`config.mk`:
```
export PLATFORM = sky130hd
export DESIGN_NAME = microcode_loader
export DESIGN_NICKNAME = d
export VERILOG_FILES = /design/src/rtl/microcode_loader_pkg.sv /design/src/rtl/microcode_loader_ram.sv /design/src/rtl/microcode_loader.sv
export SDC_FILE = /design/constraint.sdc
export NUM_CORES = 1
export LEC_CHECK = 0
export CORE_ASPECT_RATIO = 2
export CORE_MARGIN = 8
export CORE_UTILIZATION = 60
export DETAILED_ROUTE_END_ITERATION = 8
export DONT_BUFFER_PORTS = 1
export PLACE_DENSITY = 0.76
export SYNTH_ARGS = -nofsm -noshare
export SYNTH_HDL_FRONTEND = slang
export SYNTH_SLANG_ARGS = --single-unit
```
`constraint.sdc`:
```
create_clock -name clk_i -period 2.8 [get_ports clk_i]
set_input_delay 0.56 -clock clk_i [delete_from_list [all_inputs] [get_ports clk_i]]
set_output_delay 0.56 -clock clk_i [all_outputs]
set_load 0.05 [all_outputs]
```
`src/rtl/microcode_loader_pkg.sv`:
```
// Shared definitions for the microcode loader: frame header byte, RAM geometry
// defaults and the loader FSM state encoding.
package microcode_loader_pkg;

  localparam logic [7:0] MAGIC_DEF = 8'hA5;
  localparam int         AW_DEF    = 6;
  localparam int         DW_DEF    = 3;

  typedef enum logic [2:0] {
    ST_IDLE,
    ST_COUNT,
    ST_ADDR,
    ST_DATA,
    ST_CSUM
  } state_t;

endpackage

```
`src/rtl/microcode_loader_ram.sv`:
```
// Microcode store: 2**AW x DW array with one synchronous write port and one
// asynchronous read port (a same-cycle read of the written address sees the old word).
module microcode_ram
  import microcode_loader_pkg::*;
#(
  parameter int AW = AW_DEF,
  parameter int DW = DW_DEF
) (
  input  logic          clk,
  input  logic          we,
  input  logic [AW-1:0] waddr,
  input  logic [DW-1:0] wdata,
  input  logic [AW-1:0] raddr,
  output logic [DW-1:0] rdata
);

  logic [DW-1:0] mem [2**AW];

  always_ff @(posedge clk) begin
    if (we) begin
      mem[waddr] <= wdata;
    end
  end

  assign rdata = mem[raddr];

endmodule

```
`src/rtl/microcode_loader.sv`:
```
// Framed byte-stream writer for the microcode RAM plus the decode-side lookup.
// Frame: MAGIC, COUNT, ADDR, COUNT data bytes, CSUM (XOR of the data bytes).
module microcode_loader
  import microcode_loader_pkg::*;
#(
  parameter logic [7:0] MAGIC = MAGIC_DEF,
  parameter int         AW    = AW_DEF,
  parameter int         DW    = DW_DEF
) (
  input  logic          clk_i,
  input  logic          rst_i,
  input  logic [7:0]    rx_data_i,
  input  logic          rx_valid_i,
  output logic          rx_ready_o,
  input  logic [7:0]    opcode_i,
  output logic [DW-1:0] q_o,
  output logic          busy_o,
  output logic          done_o,
  output logic          err_o,
  output logic          ucode_valid_o
);

  localparam logic [8:0] CNT_MAX = 9'(2**AW);

  state_t        state_q, state_d;
  logic [AW:0]   rem_q, rem_d;
  logic [AW-1:0] ptr_q, ptr_d;
  logic [DW-1:0] xacc_q, xacc_d;
  logic          done_q, done_d;
  logic          err_q, err_d;
  logic          valid_q, valid_d;
  logic          we;
  logic          accept;
  logic [DW-1:0] rd_data;
  logic          unused_opcode;

  assign rx_ready_o = ~rst_i;
  assign accept     = rx_valid_i & rx_ready_o;

  always_comb begin
    state_d = state_q;
    rem_d   = rem_q;
    ptr_d   = ptr_q;
    xacc_d  = xacc_q;
    done_d  = 1'b0;
    err_d   = err_q;
    valid_d = valid_q;
    we      = 1'b0;
    if (accept) begin
      case (state_q)
        ST_IDLE: begin
          if (rx_data_i == MAGIC) begin
            state_d = ST_COUNT;
            err_d   = 1'b0;
            valid_d = 1'b0;
          end
        end
        ST_COUNT: begin
          if (rx_data_i == 8'd0 || {1'b0, rx_data_i} > CNT_MAX) begin
            state_d = ST_IDLE;
            err_d   = 1'b1;
          end else begin
            rem_d   = rx_data_i[AW:0];
            state_d = ST_ADDR;
          end
        end
        ST_ADDR: begin
          if ((rx_data_i >> AW) != 8'd0) begin
            state_d = ST_IDLE;
            err_d   = 1'b1;
          end else begin
            ptr_d   = rx_data_i[AW-1:0];
            xacc_d  = '0;
            state_d = ST_DATA;
          end
        end
        ST_DATA: begin
          // An out-of-range data byte aborts before anything reaches the RAM.
          if ((rx_data_i >> DW) != 8'd0) begin
            state_d = ST_IDLE;
            err_d   = 1'b1;
          end else begin
            we     = 1'b1;
            ptr_d  = ptr_q + 1'b1;
            xacc_d = xacc_q ^ rx_data_i[DW-1:0];
            rem_d  = rem_q - 1'b1;
            if (rem_q == {{AW{1'b0}}, 1'b1}) begin
              state_d = ST_CSUM;
            end
          end
        end
        ST_CSUM: begin
          state_d = ST_IDLE;
          if (rx_data_i == {{(8-DW){1'b0}}, xacc_q}) begin
            done_d  = 1'b1;
            valid_d = 1'b1;
          end else begin
            err_d = 1'b1;
          end
        end
        default: state_d = ST_IDLE;
      endcase
    end
  end

  always_ff @(posedge clk_i) begin
    if (rst_i) begin
      state_q <= ST_IDLE;
      rem_q   <= '0;
      ptr_q   <= '0;
      xacc_q  <= '0;
      done_q  <= 1'b0;
      err_q   <= 1'b0;
      valid_q <= 1'b0;
    end else begin
      state_q <= state_d;
      rem_q   <= rem_d;
      ptr_q   <= ptr_d;
      xacc_q  <= xacc_d;
      done_q  <= done_d;
      err_q   <= err_d;
      valid_q <= valid_d;
    end
  end

  microcode_ram #(
    .AW(AW),
    .DW(DW)
  ) u_ram (
    .clk  (clk_i),
    .we   (we),
    .waddr(ptr_q),
    .wdata(rx_data_i[DW-1:0]),
    .raddr(opcode_i[AW-1:0]),
    .rdata(rd_data)
  );

  // Opcodes with the top bit set bypass the table; the bits between the table
  // index and the top bit do not take part in the lookup.
  assign q_o           = opcode_i[7] ? '1 : rd_data;
  assign unused_opcode = ^opcode_i[7:AW];

  assign busy_o        = (state_q != ST_IDLE);
  assign done_o        = done_q;
  assign err_o         = err_q;
  assign ucode_valid_o = valid_q;

endmodule

```
==> results.rst <==
.. list-table::
   :header-rows: 1

   * - Metric
     - Value
   * - Result of the run
     - complete, no violations
   * - Max-cap violations
     - 0
   * - End of the worst register-to-register path
     - u_ram.mem[18][2]$_DFFE_PP_
   * - Hold-fix buffers at CTS
     - 0
   * - Fraction of registers with async set or reset after synthesis
     - 0%
   * - Port bufs
     - 0
   * - Final wirelength
     - around 20 mm
   * - Vias in the first global route
     - 5645
   * - Power density cells
     - 594 mW/mm^2
   * - Capturing element type of the critical path
     - output pin
   * - Routed via count divided by cell count
     - 6.44
   * - Period Utilization, post-route
     - 98.4%
   * - GR Overflow Total
     - 0
   * - Post-Layout Cell Count
     - approximately 830
   * - Library cell occupying the most area in the post-synthesis netlist
     - edfxtp_1
   * - Area delta synth->final
     - 8.22%
   * - Cell count of the worst hold path
     - 1
   * - Total area of sequential cells
     - 0.00621 mm^2
   * - Post-route DRC violation count
     - 0
   * - Clock-pin slew of the registers on the worst-case setup and hold paths
     - approximately 0.07 ns
   * - DIE HEIGHT
     - ~190 um
   * - I/O pin total
     - 27
   * - Largest fanout on the critical path
     - 1
   * - Area fraction of the dominant cell type after synthesis
     - between 60 and 70%
   * - Reg2Reg Depth
     - 5
   * - Primary flip-flop cell chosen by synthesis mapping
     - edfxtp_1
   * - Largest cells by area after synthesis
     - edfxtp_1 (62%), mux4_2 (10%), dfxtp_1 (4.7%)
   * - Wire length of the first global-routing pass
     - 30.8 mm
   * - Count of distinct cell types in the synthesized netlist
     - 64
   * - Number of antenna violations at the first check in global routing
     - 0
   * - Cell types with the highest counts after synthesis
     - edfxtp_1 (192), nor2_1 (92), mux4_2 (43)
   * - Worst endpoint required time
     - approximately 2.2 ns
   * - Combinational cell fraction of total power
     - 3.3%
   * - Area of the multi-input gates
     - between 0.002 and 0.003 mm^2
   * - Critical path startpoint
     - u_ram.mem[27][2]$_DFFE_PP_
   * - Hold WC Path Type
     - primary input to flip-flop
   * - 1st-pass router iterations
     - 5
   * - Number of filler cells placed in the layout
     - between 1000 and 1500
   * - Floorplan die area
     - around 0.020 mm^2
   * - Type of element launching the critical path
     - flip-flop
   * - Hold violation count in the final report
     - 0
   * - Type of the setup path with the least slack
     - flip-flop to output pin
   * - Count of flip-flops with a built-in enable after synthesis
     - between 150 and 200
   * - Source of the worst register-to-register timing path
     - state_q[1]$_SDFFE_PP0P_
   * - Setup slack, reg-to-reg
     - approximately 0.59 ns
   * - Internal power
     - 4840 uW
   * - GRT Overall Usage
     - around a fifth
   * - Part of the power in registers
     - between 50 and 60%
   * - Layout cell share with drive strength beyond 1
     - around 17%
   * - Number of placement rows
     - 64
   * - Cell count after synthesis
     - approximately 620
   * - Min Tclk post-route
     - between 2 and 3 ns
   * - Transition at the pin with the smallest max-transition slack
     - between 0.5 and 0.6 ns
   * - Endpoint with the worst hold slack
     - ptr_q[4]$_SDFFE_PP0P_
   * - TritonCTS clock tree
     - built
   * - Die extent in x
     - 104 um
   * - Worst clock skew
     - slightly below 0.02 ns
   * - H-tree depth
     - 1
   * - RSZ-0062 raised after global routing
     - true
   * - Worst hold start
     - rst_i
   * - Half-perimeter wire length after detailed placement
     - 13.5 mm
   * - Routed wirelength normalized by instance count
     - 24.2 um
   * - Power share of the clock group
     - between 30% and 40%
   * - Avg Cell Area, Syn
     - ~15 um^2
   * - Final number of max-transition violations
     - 0
   * - Final nets
     - about 640
   * - Total Power Consumption
     - roughly 6000 uW
   * - Number of buffers inserted during clock tree synthesis
     - 18
   * - IR drop worst, VDD
     - 0.000444 V
   * - Yosys warns
     - 0
   * - Sequential share of the synthesized area
     - between 60 and 70%
   * - Largest net degree at the start of global routing
     - 73
   * - Net Sw Frac
     - 19.2%
   * - Maximum clock path buffer count
     - 3
   * - Count of clock tree sinks
     - between 200 and 250
   * - Final weighted congestion in routability-driven placement
     - around 0.8
   * - Library cell with the highest instance count after synthesis
     - edfxtp_1
   * - Skew-Pair Late Insertion Delay
     - between 0.4 and 0.5 ns
   * - Reported net switching power
     - 1150 uW
   * - Ant diodes
     - 0
   * - Maximum operating frequency
     - ~0.36 GHz
   * - Number of nets with antenna violations after routing
     - 0
   * - Flop and latch count out of synthesis
     - 214
   * - Number of cells after detailed placement
     - between 700 and 800
   * - DR iter-0 viols
     - between 300 and 400
   * - Final setup violation count
     - 0
   * - Effective utilization at floorplan
     - about three fifths
   * - Worst Path Arrival
     - 2.19 ns
   * - Leak
     - slightly above 0.003 uW
   * - Worst slew margin
     - 63.2%
   * - Netlist area before placement
     - a little over 0.009 mm^2
   * - Core area
     - between 0.015 and 0.02 mm^2
   * - Cell at the root of the clock tree
     - clkbuf_16
   * - Via count
     - 5322
   * - Post-Syn Nets
     - approximately 640
[per-stage QoR]
step | setup WS, ns | instance area (um^2) | utilization (%) | setup TNS (ns) | hold WS, ns
6_report | 0.0454 | 10100 | 66.3 | 0 | 0.138
5_1_grt | -0.0115 | 10100 | 66.3 | -0.0115 | 0.124
4_1_cts | 0.000648 | 10100 | 66.2 | 0 | 0.124
3_5_place_dp | 0.127 | 9510 | 62.5 | 0 | 0.475
3_3_place_gp | 0.144 | 9510 | 62.5 | 0 | 0.475
2_1_floorplan | 0.0182 | 9350 | - | 0 | 0.457
[cell usage in the layout, fill, tap and decap left out, types with 14 or more instances in the layout]
cell       netlist  routed
nand2_1         24      24
clkbuf_16        0      19
nand3_1         14      14
edfxtp_1       192     192
nor2b_1         14      14
mux4_2          43      43
nor2_1          92      92
dfxtp_1         22      22
mux2i_1         18      18
buf_4            4      14
a21oi_1         15      15
[kinds of logic after synthesis]
group / synth area share [%]
buffers and inverters: 2.57
xor gates and xnor gates: 0.0941
AOI/OAI and AO/OA: 6.50
DFF: 66.6
and+or+nand+nor: 11.0
adders and majority gates: 0.403
muxes: 12.8
[metal layers]
metal | vias up | share of wire [%] | track usage [%]
li1 | 2406 | - | -
met1 | 2683 | 34 | 19.8
met2 | 180 | 57 | 39.6
met3 | 53 | 4.8 | 3.02
met4 | 0 | 4.3 | 10.3
met5 | - | 0 | 0
[worst max-delay path, stage by stage (launching register included)]
cell      delay, ns
edfxtp_1       0.39
mux4_2         0.48
a32o_1         0.28
a21oi_1        0.26
a41oi_4        0.31
[worst max-delay path by stage]
stage	endpoint	slack (ns)
floorplan	q_o[2]	0.02
global placement	q_o[1]	0.14
detailed placement	q_o[1]	0.13
CTS	q_o[1]	0.0006
global route	q_o[1]	-0.01
finish	q_o[2]	0.05
[layout make-up]
class,instances,share of cell area [%]
flip-flops and latches,214,61.6
multi-input cells,356,29.0
clock buffers,22,4.93
well taps,198,2.46
repair buffers,14,1.04
clock inverters,10,0.484
inverters,13,0.484
[power groups by stage]
stage	Combinational, uW	Clock (uW)	Sequential, uW
finish	199	2320	3470
global route	210	2450	3470
CTS	200	2350	3470
detailed placement	195	0	3540
global placement	192	0	3540
floorplan	208	0	3540
[flip-flops by register name, summed over array words and instances, names as in the netlist]
| signal | count |
|---|---|
| u_ram.mem | 192 |
| state_q | 3 |
| done_o | 1 |
| ptr_q | 6 |
| ucode_valid_o | 1 |
| xacc_q | 3 |
| err_o | 1 |
| rem_q | 7 |
[what timing repair did]
| item | in CTS | in global routing |
|---|---|---|
| cloned | 0 | 0 |
| hold endpoints to repair | 0 | 0 |
| setup buffers | 0 | 0 |
| resized for setup | 5 | 1 |
| endpoints found under the setup margin | 3 | 1 |
| pin swaps | 1 | 4 |
(Power assumes the default switching activity.)
